## src/rtl/cfo_pkg.sv

```systemverilog
// Shared definitions for the CFO estimation datapath: sample width and the
// load-driver burst state machine encoding.
package cfo_pkg;

  localparam int SAMPLE_W = 24;

  typedef enum logic [1:0] {
    IDLE = 2'd0,
    RUN  = 2'd1,
    LAST = 2'd2
  } state_t;

endpackage

```

## src/rtl/iq_load_driver_if.sv

```systemverilog
// Write, burst-control and paced-output signals of iq_load_driver.
// The master side feeds samples and starts bursts; the slave side is the driver.
interface iq_load_driver_if
  import cfo_pkg::*;
#(
  parameter int W     = SAMPLE_W,
  parameter int DEPTH = 16
);
  localparam int AW = $clog2(DEPTH);

  logic          wr_en;
  logic [W-1:0]  wr_r;
  logic [W-1:0]  wr_i;
  logic          full;
  logic [AW:0]   level;
  logic          overflow;
  logic          start;
  logic [AW:0]   burst_len;
  logic          busy;
  logic          done;
  logic [W-1:0]  out_r;
  logic [W-1:0]  out_i;
  logic          ld_out;

  modport master (
    output wr_en, wr_r, wr_i, start, burst_len,
    input  full, level, overflow, busy, done, out_r, out_i, ld_out
  );

  modport slave (
    input  wr_en, wr_r, wr_i, start, burst_len,
    output full, level, overflow, busy, done, out_r, out_i, ld_out
  );

endinterface

```

## src/rtl/iq_fifo.sv

```systemverilog
// Synchronous FIFO of I/Q words with registered pointers and occupancy.
// The head word is read combinationally so a pop decision sees it in the same cycle.
module iq_fifo #(
  parameter  int DW    = 48,
  parameter  int DEPTH = 16,
  localparam int AW    = $clog2(DEPTH)
) (
  input  logic          clk,
  input  logic          rst,
  input  logic          i_push,
  input  logic          i_pop,
  input  logic [DW-1:0] i_data,
  output logic [DW-1:0] o_head,
  output logic [AW:0]   o_level,
  output logic          o_full,
  output logic          o_empty
);

  localparam logic [AW:0]   LEVEL_FULL = (AW+1)'(DEPTH);
  localparam logic [AW:0]   LEVEL_ONE  = (AW+1)'(1);
  localparam logic [AW-1:0] PTR_ONE    = AW'(1);

  logic [DW-1:0] r_mem [DEPTH];
  logic [AW-1:0] r_wr_ptr;
  logic [AW-1:0] r_rd_ptr;
  logic [AW:0]   r_level;
  logic          w_push_ok;
  logic          w_pop_ok;

  // Fullness is judged on start-of-cycle occupancy, so a simultaneous pop
  // never makes room for a write in the same cycle.
  assign o_full    = (r_level == LEVEL_FULL);
  assign o_empty   = (r_level == '0);
  assign w_push_ok = i_push && !o_full;
  assign w_pop_ok  = i_pop && !o_empty;
  assign o_head    = r_mem[r_rd_ptr];
  assign o_level   = r_level;

  always_ff @(posedge clk) begin
    if (w_push_ok) begin
      r_mem[r_wr_ptr] <= i_data;
    end
  end

  always_ff @(posedge clk) begin
    if (rst) begin
      r_wr_ptr <= '0;
      r_rd_ptr <= '0;
      r_level  <= '0;
    end else begin
      if (w_push_ok) begin
        r_wr_ptr <= r_wr_ptr + PTR_ONE;
      end
      if (w_pop_ok) begin
        r_rd_ptr <= r_rd_ptr + PTR_ONE;
      end
      unique case ({w_push_ok, w_pop_ok})
        2'b10:   r_level <= r_level + LEVEL_ONE;
        2'b01:   r_level <= r_level - LEVEL_ONE;
        default: r_level <= r_level;
      endcase
    end
  end

endmodule

```

## src/rtl/iq_load_driver.sv

```systemverilog
// Paced I/Q burst transmitter: pops a programmed number of samples from the
// internal FIFO and presents each with a one-cycle load strobe, >= PACE cycles apart.
module iq_load_driver
  import cfo_pkg::*;
#(
  parameter  int W     = SAMPLE_W,
  parameter  int DEPTH = 16,
  parameter  int PACE  = 1,
  localparam int AW    = $clog2(DEPTH)
) (
  input logic            clk,
  input logic            rst,
  iq_load_driver_if.slave io_bus
);

  localparam int          PW          = $clog2(PACE + 1);
  localparam logic [PW-1:0] PACE_RELOAD = PW'(PACE - 1);
  localparam logic [PW-1:0] PACE_ONE    = PW'(1);
  localparam logic [AW:0]   REM_ONE     = (AW+1)'(1);

  state_t          r_state;
  logic [AW:0]     r_remaining;
  logic [PW-1:0]   r_pace;
  logic [W-1:0]    r_out_r;
  logic [W-1:0]    r_out_i;
  logic            r_ld_out;
  logic            r_done;
  logic            r_busy;
  logic            r_overflow;

  logic [2*W-1:0]  w_head;
  logic [AW:0]     w_level;
  logic            w_full;
  logic            w_empty;
  logic            w_pop;

  // An underrun simply leaves w_pop low with the pace counter parked at zero.
  assign w_pop = (r_state == RUN) && (r_pace == '0) && !w_empty;

  iq_fifo #(
    .DW    (2 * W),
    .DEPTH (DEPTH)
  ) u_fifo (
    .clk     (clk),
    .rst     (rst),
    .i_push  (io_bus.wr_en),
    .i_pop   (w_pop),
    .i_data  ({io_bus.wr_r, io_bus.wr_i}),
    .o_head  (w_head),
    .o_level (w_level),
    .o_full  (w_full),
    .o_empty (w_empty)
  );

  always_ff @(posedge clk) begin
    if (rst) begin
      r_state     <= IDLE;
      r_remaining <= '0;
      r_pace      <= '0;
      r_out_r     <= '0;
      r_out_i     <= '0;
      r_ld_out    <= 1'b0;
      r_done      <= 1'b0;
      r_busy      <= 1'b0;
      r_overflow  <= 1'b0;
    end else begin
      r_ld_out <= 1'b0;
      r_done   <= 1'b0;
      if (io_bus.wr_en && w_full) begin
        r_overflow <= 1'b1;
      end
      case (r_state)
        IDLE: begin
          if (io_bus.start && (io_bus.burst_len != '0)) begin
            r_remaining <= io_bus.burst_len;
            r_pace      <= '0;
            r_busy      <= 1'b1;
            r_state     <= RUN;
          end
        end
        RUN: begin
          if (r_pace != '0) begin
            r_pace <= r_pace - PACE_ONE;
          end else if (w_pop) begin
            r_out_r     <= w_head[2*W-1:W];
            r_out_i     <= w_head[W-1:0];
            r_ld_out    <= 1'b1;
            r_pace      <= PACE_RELOAD;
            r_remaining <= r_remaining - REM_ONE;
            // The final strobe and done are raised together for the LAST cycle.
            if (r_remaining == REM_ONE) begin
              r_done  <= 1'b1;
              r_state <= LAST;
            end
          end
        end
        LAST: begin
          r_busy  <= 1'b0;
          r_state <= IDLE;
        end
        default: begin
          r_busy  <= 1'b0;
          r_state <= IDLE;
        end
      endcase
    end
  end

  assign io_bus.full     = w_full;
  assign io_bus.level    = w_level;
  assign io_bus.overflow = r_overflow;
  assign io_bus.busy     = r_busy;
  assign io_bus.done     = r_done;
  assign io_bus.out_r    = r_out_r;
  assign io_bus.out_i    = r_out_i;
  assign io_bus.ld_out   = r_ld_out;

endmodule
```

## src/flat_wrapper.sv

```systemverilog
// flat-port wrapper written by rule: the top's interface ports become plain ports
module iq_load_driver_flat import cfo_pkg::*;
#(
  parameter  int W     = SAMPLE_W,
  parameter  int DEPTH = 16,
  parameter  int PACE  = 1,
  localparam int AW    = $clog2(DEPTH)
)
  (clk, rst, io_bus_wr_en, io_bus_wr_r, io_bus_wr_i, io_bus_start, io_bus_burst_len, io_bus_full, io_bus_level, io_bus_overflow, io_bus_busy, io_bus_done, io_bus_out_r, io_bus_out_i, io_bus_ld_out);
  iq_load_driver_if #(.W(W), .DEPTH(DEPTH)) io_bus_i ();
  input logic clk;
  input logic rst;
  input wire logic [$bits(io_bus_i.wr_en)-1:0] io_bus_wr_en;
  input wire logic [$bits(io_bus_i.wr_r)-1:0] io_bus_wr_r;
  input wire logic [$bits(io_bus_i.wr_i)-1:0] io_bus_wr_i;
  input wire logic [$bits(io_bus_i.start)-1:0] io_bus_start;
  input wire logic [$bits(io_bus_i.burst_len)-1:0] io_bus_burst_len;
  output wire logic [$bits(io_bus_i.full)-1:0] io_bus_full;
  output wire logic [$bits(io_bus_i.level)-1:0] io_bus_level;
  output wire logic [$bits(io_bus_i.overflow)-1:0] io_bus_overflow;
  output wire logic [$bits(io_bus_i.busy)-1:0] io_bus_busy;
  output wire logic [$bits(io_bus_i.done)-1:0] io_bus_done;
  output wire logic [$bits(io_bus_i.out_r)-1:0] io_bus_out_r;
  output wire logic [$bits(io_bus_i.out_i)-1:0] io_bus_out_i;
  output wire logic [$bits(io_bus_i.ld_out)-1:0] io_bus_ld_out;
  assign io_bus_i.wr_en = io_bus_wr_en;
  assign io_bus_i.wr_r = io_bus_wr_r;
  assign io_bus_i.wr_i = io_bus_wr_i;
  assign io_bus_i.start = io_bus_start;
  assign io_bus_i.burst_len = io_bus_burst_len;
  assign io_bus_full = io_bus_i.full;
  assign io_bus_level = io_bus_i.level;
  assign io_bus_overflow = io_bus_i.overflow;
  assign io_bus_busy = io_bus_i.busy;
  assign io_bus_done = io_bus_i.done;
  assign io_bus_out_r = io_bus_i.out_r;
  assign io_bus_out_i = io_bus_i.out_i;
  assign io_bus_ld_out = io_bus_i.ld_out;
  iq_load_driver #(.W(W), .DEPTH(DEPTH), .PACE(PACE)) u_core (.clk(clk), .rst(rst), .io_bus(io_bus_i));
endmodule
```

## config.mk

```make
export PLATFORM = sky130hd
export DESIGN_NAME = iq_load_driver_flat
export DESIGN_NICKNAME = d
export VERILOG_FILES = /design/src/rtl/cfo_pkg.sv /design/src/rtl/iq_load_driver_if.sv /design/src/rtl/iq_fifo.sv /design/src/rtl/iq_load_driver.sv /design/src/flat_wrapper.sv
export SDC_FILE = /design/constraint.sdc
export NUM_CORES = 1
export LEC_CHECK = 0
export BUFFER_PORTS_ARGS = -buffer_cell sky130_fd_sc_hd__clkbuf_2
export CELL_PAD_IN_SITES_DETAIL_PLACEMENT = 1
export CELL_PAD_IN_SITES_GLOBAL_PLACEMENT = 1
export CORE_AREA = 2 2 261 263
export DETAILED_ROUTE_END_ITERATION = 7
export DIE_AREA = 0 0 263 265
export PLACE_DENSITY_LB_ADDON = 0.05
export SYNTH_ARGS = -nofsm -noshare
export SYNTH_HDL_FRONTEND = slang
export SYNTH_SLANG_ARGS = --single-unit
```

## constraint.sdc

```tcl
create_clock -name clk -period 5.5 [get_ports clk]
set_input_delay 0.275 -clock clk [delete_from_list [all_inputs] [get_ports clk]]
set_output_delay 0.275 -clock clk [all_outputs]
set_load 0.02 [all_outputs]
```

==> results.toml <==
[status]
outcome = "completed"

[route]
vias = 15198
wl_per_cell_um = 27.8
vias_per_cell = 5.88
drt_iter0_markers = 1173
drc_errors = 0
drtPass1Iterations = 5
routed_wl_um = 71900
ant_nets = 0

[global_route]
groute.usage.overall_pct = 21.0
antenna_found_initial = 4
grt_pass1_wl_um = 107000
grt.overflow.total = 0
grt_max_degree = 78
grt_pass1_vias = 16408

[timing]
rsz0062_at_grt = "no"
setup_viol = 0
max_slew_margin_pct = 29.8
min_period_over_period_pct = 65.8
period_needed_ps = 3620
hold_viol_final = 0
max_freq_ghz = 0.276
clock_skew_ps = 12.3
maxSlewViolCount = 0
tns_ps = 0
worstMarginPinSlew_ps = 1050

[clock_tree]
postCtsSetupRepairBufs = 0
htree_num_levels = 3
ctsLongestPathBuffers = 3
clkSlewWorstSetupHoldPaths_ps = 60
clock_sinks = 840
insertion_delay_ps = 630
cts_tree = "yes"
cts_root_buf = "clkbuf_16"
numCtsBuffers = 87

[pwr]
clockPowerShare_pct = 39.7
power.switching_mw = 3.33
p_int_mw = 11.0
power_switching_share_pct = 23.2
p_leak_nw = 11.3
peakVddDrop_uv = 351
pwr-share-seq_pct = 51.1
powerDensity_nw_per_um2 = 394
total_power_mw = 14.3
p_comb_share_pct = 9.1

[job]
drv_cap = 0

[yosys]
synthArstFlopShare_pct = 0
synth_seq_cells = 840
netlist_area_um2 = 31900
ys_types = 42
yosysSeqAreaShare_pct = 76.9
synth_nets = 1557
syn_avg_cell_area_um2 = 21.4
syn_inst = 1488
yosys.area.top_type = "edfxtp_1"
synth_top_area_share_pct = 72.4
yosys_warnings = 0
synth_ff_type = "edfxtp_1"
synth_edf_count = 768
synthTopCellsByArea = "edfxtp_1, mux4_2, dfxtp_1"

[worst_setup_path]
rr_startpoint = "u_core.u_fifo.o_level[0]"
start_kind = "register"
cp-end-kind = "register"
cp_slowest_stage_delay_ps = 750
crit_path_cell_trace = "or4_1 > o21ai_4 > buf_4 > or3_2 > buf_4 > o221ai_1"
ff2ff_path_depth = 6
crit_top_cell = "buf_4"
cpMaxStageDelayCell = "or3_2"
cp_num_buf_inv = 2
startpoint = "u_core.u_fifo.o_level[0]"
worstPathArrival_ps = 4060
crit_type = "reg2reg"
timing.rr.end = "u_core.io_bus.out_r[3]"
crit_fanout = 53
crit_path_end = "u_core.io_bus.out_r[3]"
cp_top_family = "simple AND/OR/NAND/NOR gates"
cp_num_cells = 6
r2r_slack_ps = 1880
crit_required_ps = 5940

[die]
initial_core_util_pct = 47.7
core_area_um2 = 66800
die-area_um2 = 69700
die_width_um = 263
ios = 115
rows = 95
die_y_um = 265

[placement]
gp_congestion = 0.749
io_buffers = 114
dp_hpwl_um = 37700

[finish]
syn_to_final_growth_pct = 14.2
nets = 1707
final_util_pct = 54.5
drive_above_1_share_pct = 27.2

[min_path]
hold_path.class = "in2reg"
[flip-flops by register name, indices dropped and copies added, names as in the netlist]
name,count
u_core.io_bus.done,1
u_core.u_fifo.r_wr_ptr,4
u_core.u_fifo.o_level,5
u_core.io_bus.ld_out,1
u_core.u_fifo.r_mem,768
u_core.io_bus.busy,1
u_core.r_state,2
u_core.r_remaining,5
u_core.io_bus.out_r,24
u_core.io_bus.out_i,24
u_core.io_bus.overflow,1
u_core.u_fifo.r_rd_ptr,4
[per-layer routing]
metal | vias to the layer above | GRT usage [%] | share of wire, %
li1 | 6546 | - | -
met1 | 8220 | 29.1 | 44
met2 | 327 | 34.7 | 49
met3 | 99 | 3.33 | 4.5
met4 | 6 | 5.71 | 1.7
met5 | - | 0 | 0.064
[power by group through the flow]
stage | logic (mW) | registers, mW | clock network (mW)
after floorplan | 0.820 | 7.46 | 0
after global placement | 1.30 | 7.47 | 0
after detailed placement | 1.33 | 7.48 | 0
after CTS | 1.33 | 7.34 | 5.83
after global routing | 1.42 | 7.36 | 6.06
final | 1.31 | 7.34 | 5.70
[cells by family (layout without fill, tap and decap cells)]
kind of cell / count (synthesis) / count (layout) / synth area share [%]
AOI/OAI and AO/OA: 115 / 115 / 2.71
xor gates and xnor gates: 9 / 9 / 0.247
adders and majority gates: 12 / 12 / 0.495
buffers and inverters: 97 / 320 / 1.36
DFF: 840 / 840 / 76.9
muxes: 296 / 296 / 16.1
other: 0 / 1 / 0
and+or+nand+nor: 119 / 119 / 2.12
[Yosys cell counts (6+ instances only)]
library cell and number:
inv_1 9, ha_1 11, a211oi_1 24, buf_1 15, clkbuf_1 36, nor3_1 7, a21oi_1 14, o22ai_1 18
nor2_1 40, nand3b_1 42, nand2_1 7, buf_2 30, mux4_2 174, o221ai_1 39, mux2i_1 120, xor2_1 6
edfxtp_1 768, nor2b_1 7, nand2b_1 6, dfxtp_1 72
[placed cells by master (no fill, tap or decap), drive strengths merged, types with 4 or more instances in the layout]
| cell type | synthesis | final |
|---|---|---|
| edfxtp | 768 | 768 |
| o21ai | 4 | 4 |
| clkbuf | 36 | 239 |
| xor2 | 6 | 6 |
| a211oi | 24 | 24 |
| nand3b | 42 | 42 |
| nor2 | 40 | 40 |
| bufinv | 0 | 5 |
| o211ai | 4 | 4 |
| nor2b | 7 | 7 |
| buf | 51 | 32 |
| dfxtp | 72 | 72 |
| nor3 | 7 | 7 |
| nand2b | 6 | 6 |
| ha | 11 | 11 |
| a21oi | 14 | 14 |
| o22ai | 18 | 18 |
| nand2 | 7 | 7 |
| mux4 | 174 | 174 |
| inv | 10 | 14 |
| mux2i | 120 | 120 |
| o221ai | 39 | 39 |
| clkinv | 0 | 25 |
[worst min-delay path by stage]
stage	startpoint	endpoint	slack, ps	cells past startpoint
final	io_bus_wr_i[21]	u_core.u_fifo.r_mem[10][21]	70	1
after global routing	io_bus_wr_r[6]	u_core.u_fifo.r_mem[12][30]	70	1
after CTS	io_bus_wr_i[21]	u_core.u_fifo.r_mem[12][21]	7	1
after detailed placement	u_core.io_bus.overflow	u_core.io_bus.overflow	470	2
after global placement	u_core.io_bus.overflow	u_core.io_bus.overflow	450	2
after floorplan	io_bus_wr_i[0]	u_core.u_fifo.r_mem[0][0]	370	0
[timing repair]
action | CTS | global route
resized for setup | 0 | 0
endpoints found under the hold margin | 3 | 0
hold buffers | 3 | 0
[worst register-to-register path: stages, from the launching register on]
cell and delay (ps):
dfxtp_1 370, or4_1 730, o21ai_4 210, buf_4 710
or3_2 780, buf_4 430, o221ai_1 210
[area by class of cell]
| cell class | count | area [um2] |
|---|---|---|
| fill | 5806 | 30400 |
| sequential | 840 | 24500 |
| multi-input combinational | 551 | 7030 |
| clock buffer | 126 | 2470 |
| tap | 873 | 1090 |
| timing repair buffer | 148 | 923 |
| clock inverter | 36 | 313 |
| inverter | 10 | 37.5 |
| antenna | 1 | 2.50 |
[stage by stage]
step | cell area, um2 | hold WS, ps | setup WS [ps] | cells
finish | 36400 | 65.1 | 1880 | 2585
global route | 36400 | 70.6 | 1740 | 2585
CTS | 36400 | 7.27 | 1810 | 2584
detailed placement | 33600 | 469 | 1830 | 2419
global placement | 33600 | 449 | 1960 | 2419
floorplan | 31900 | 374 | 516 | 1488
Power figures use the tool's default switching activity.
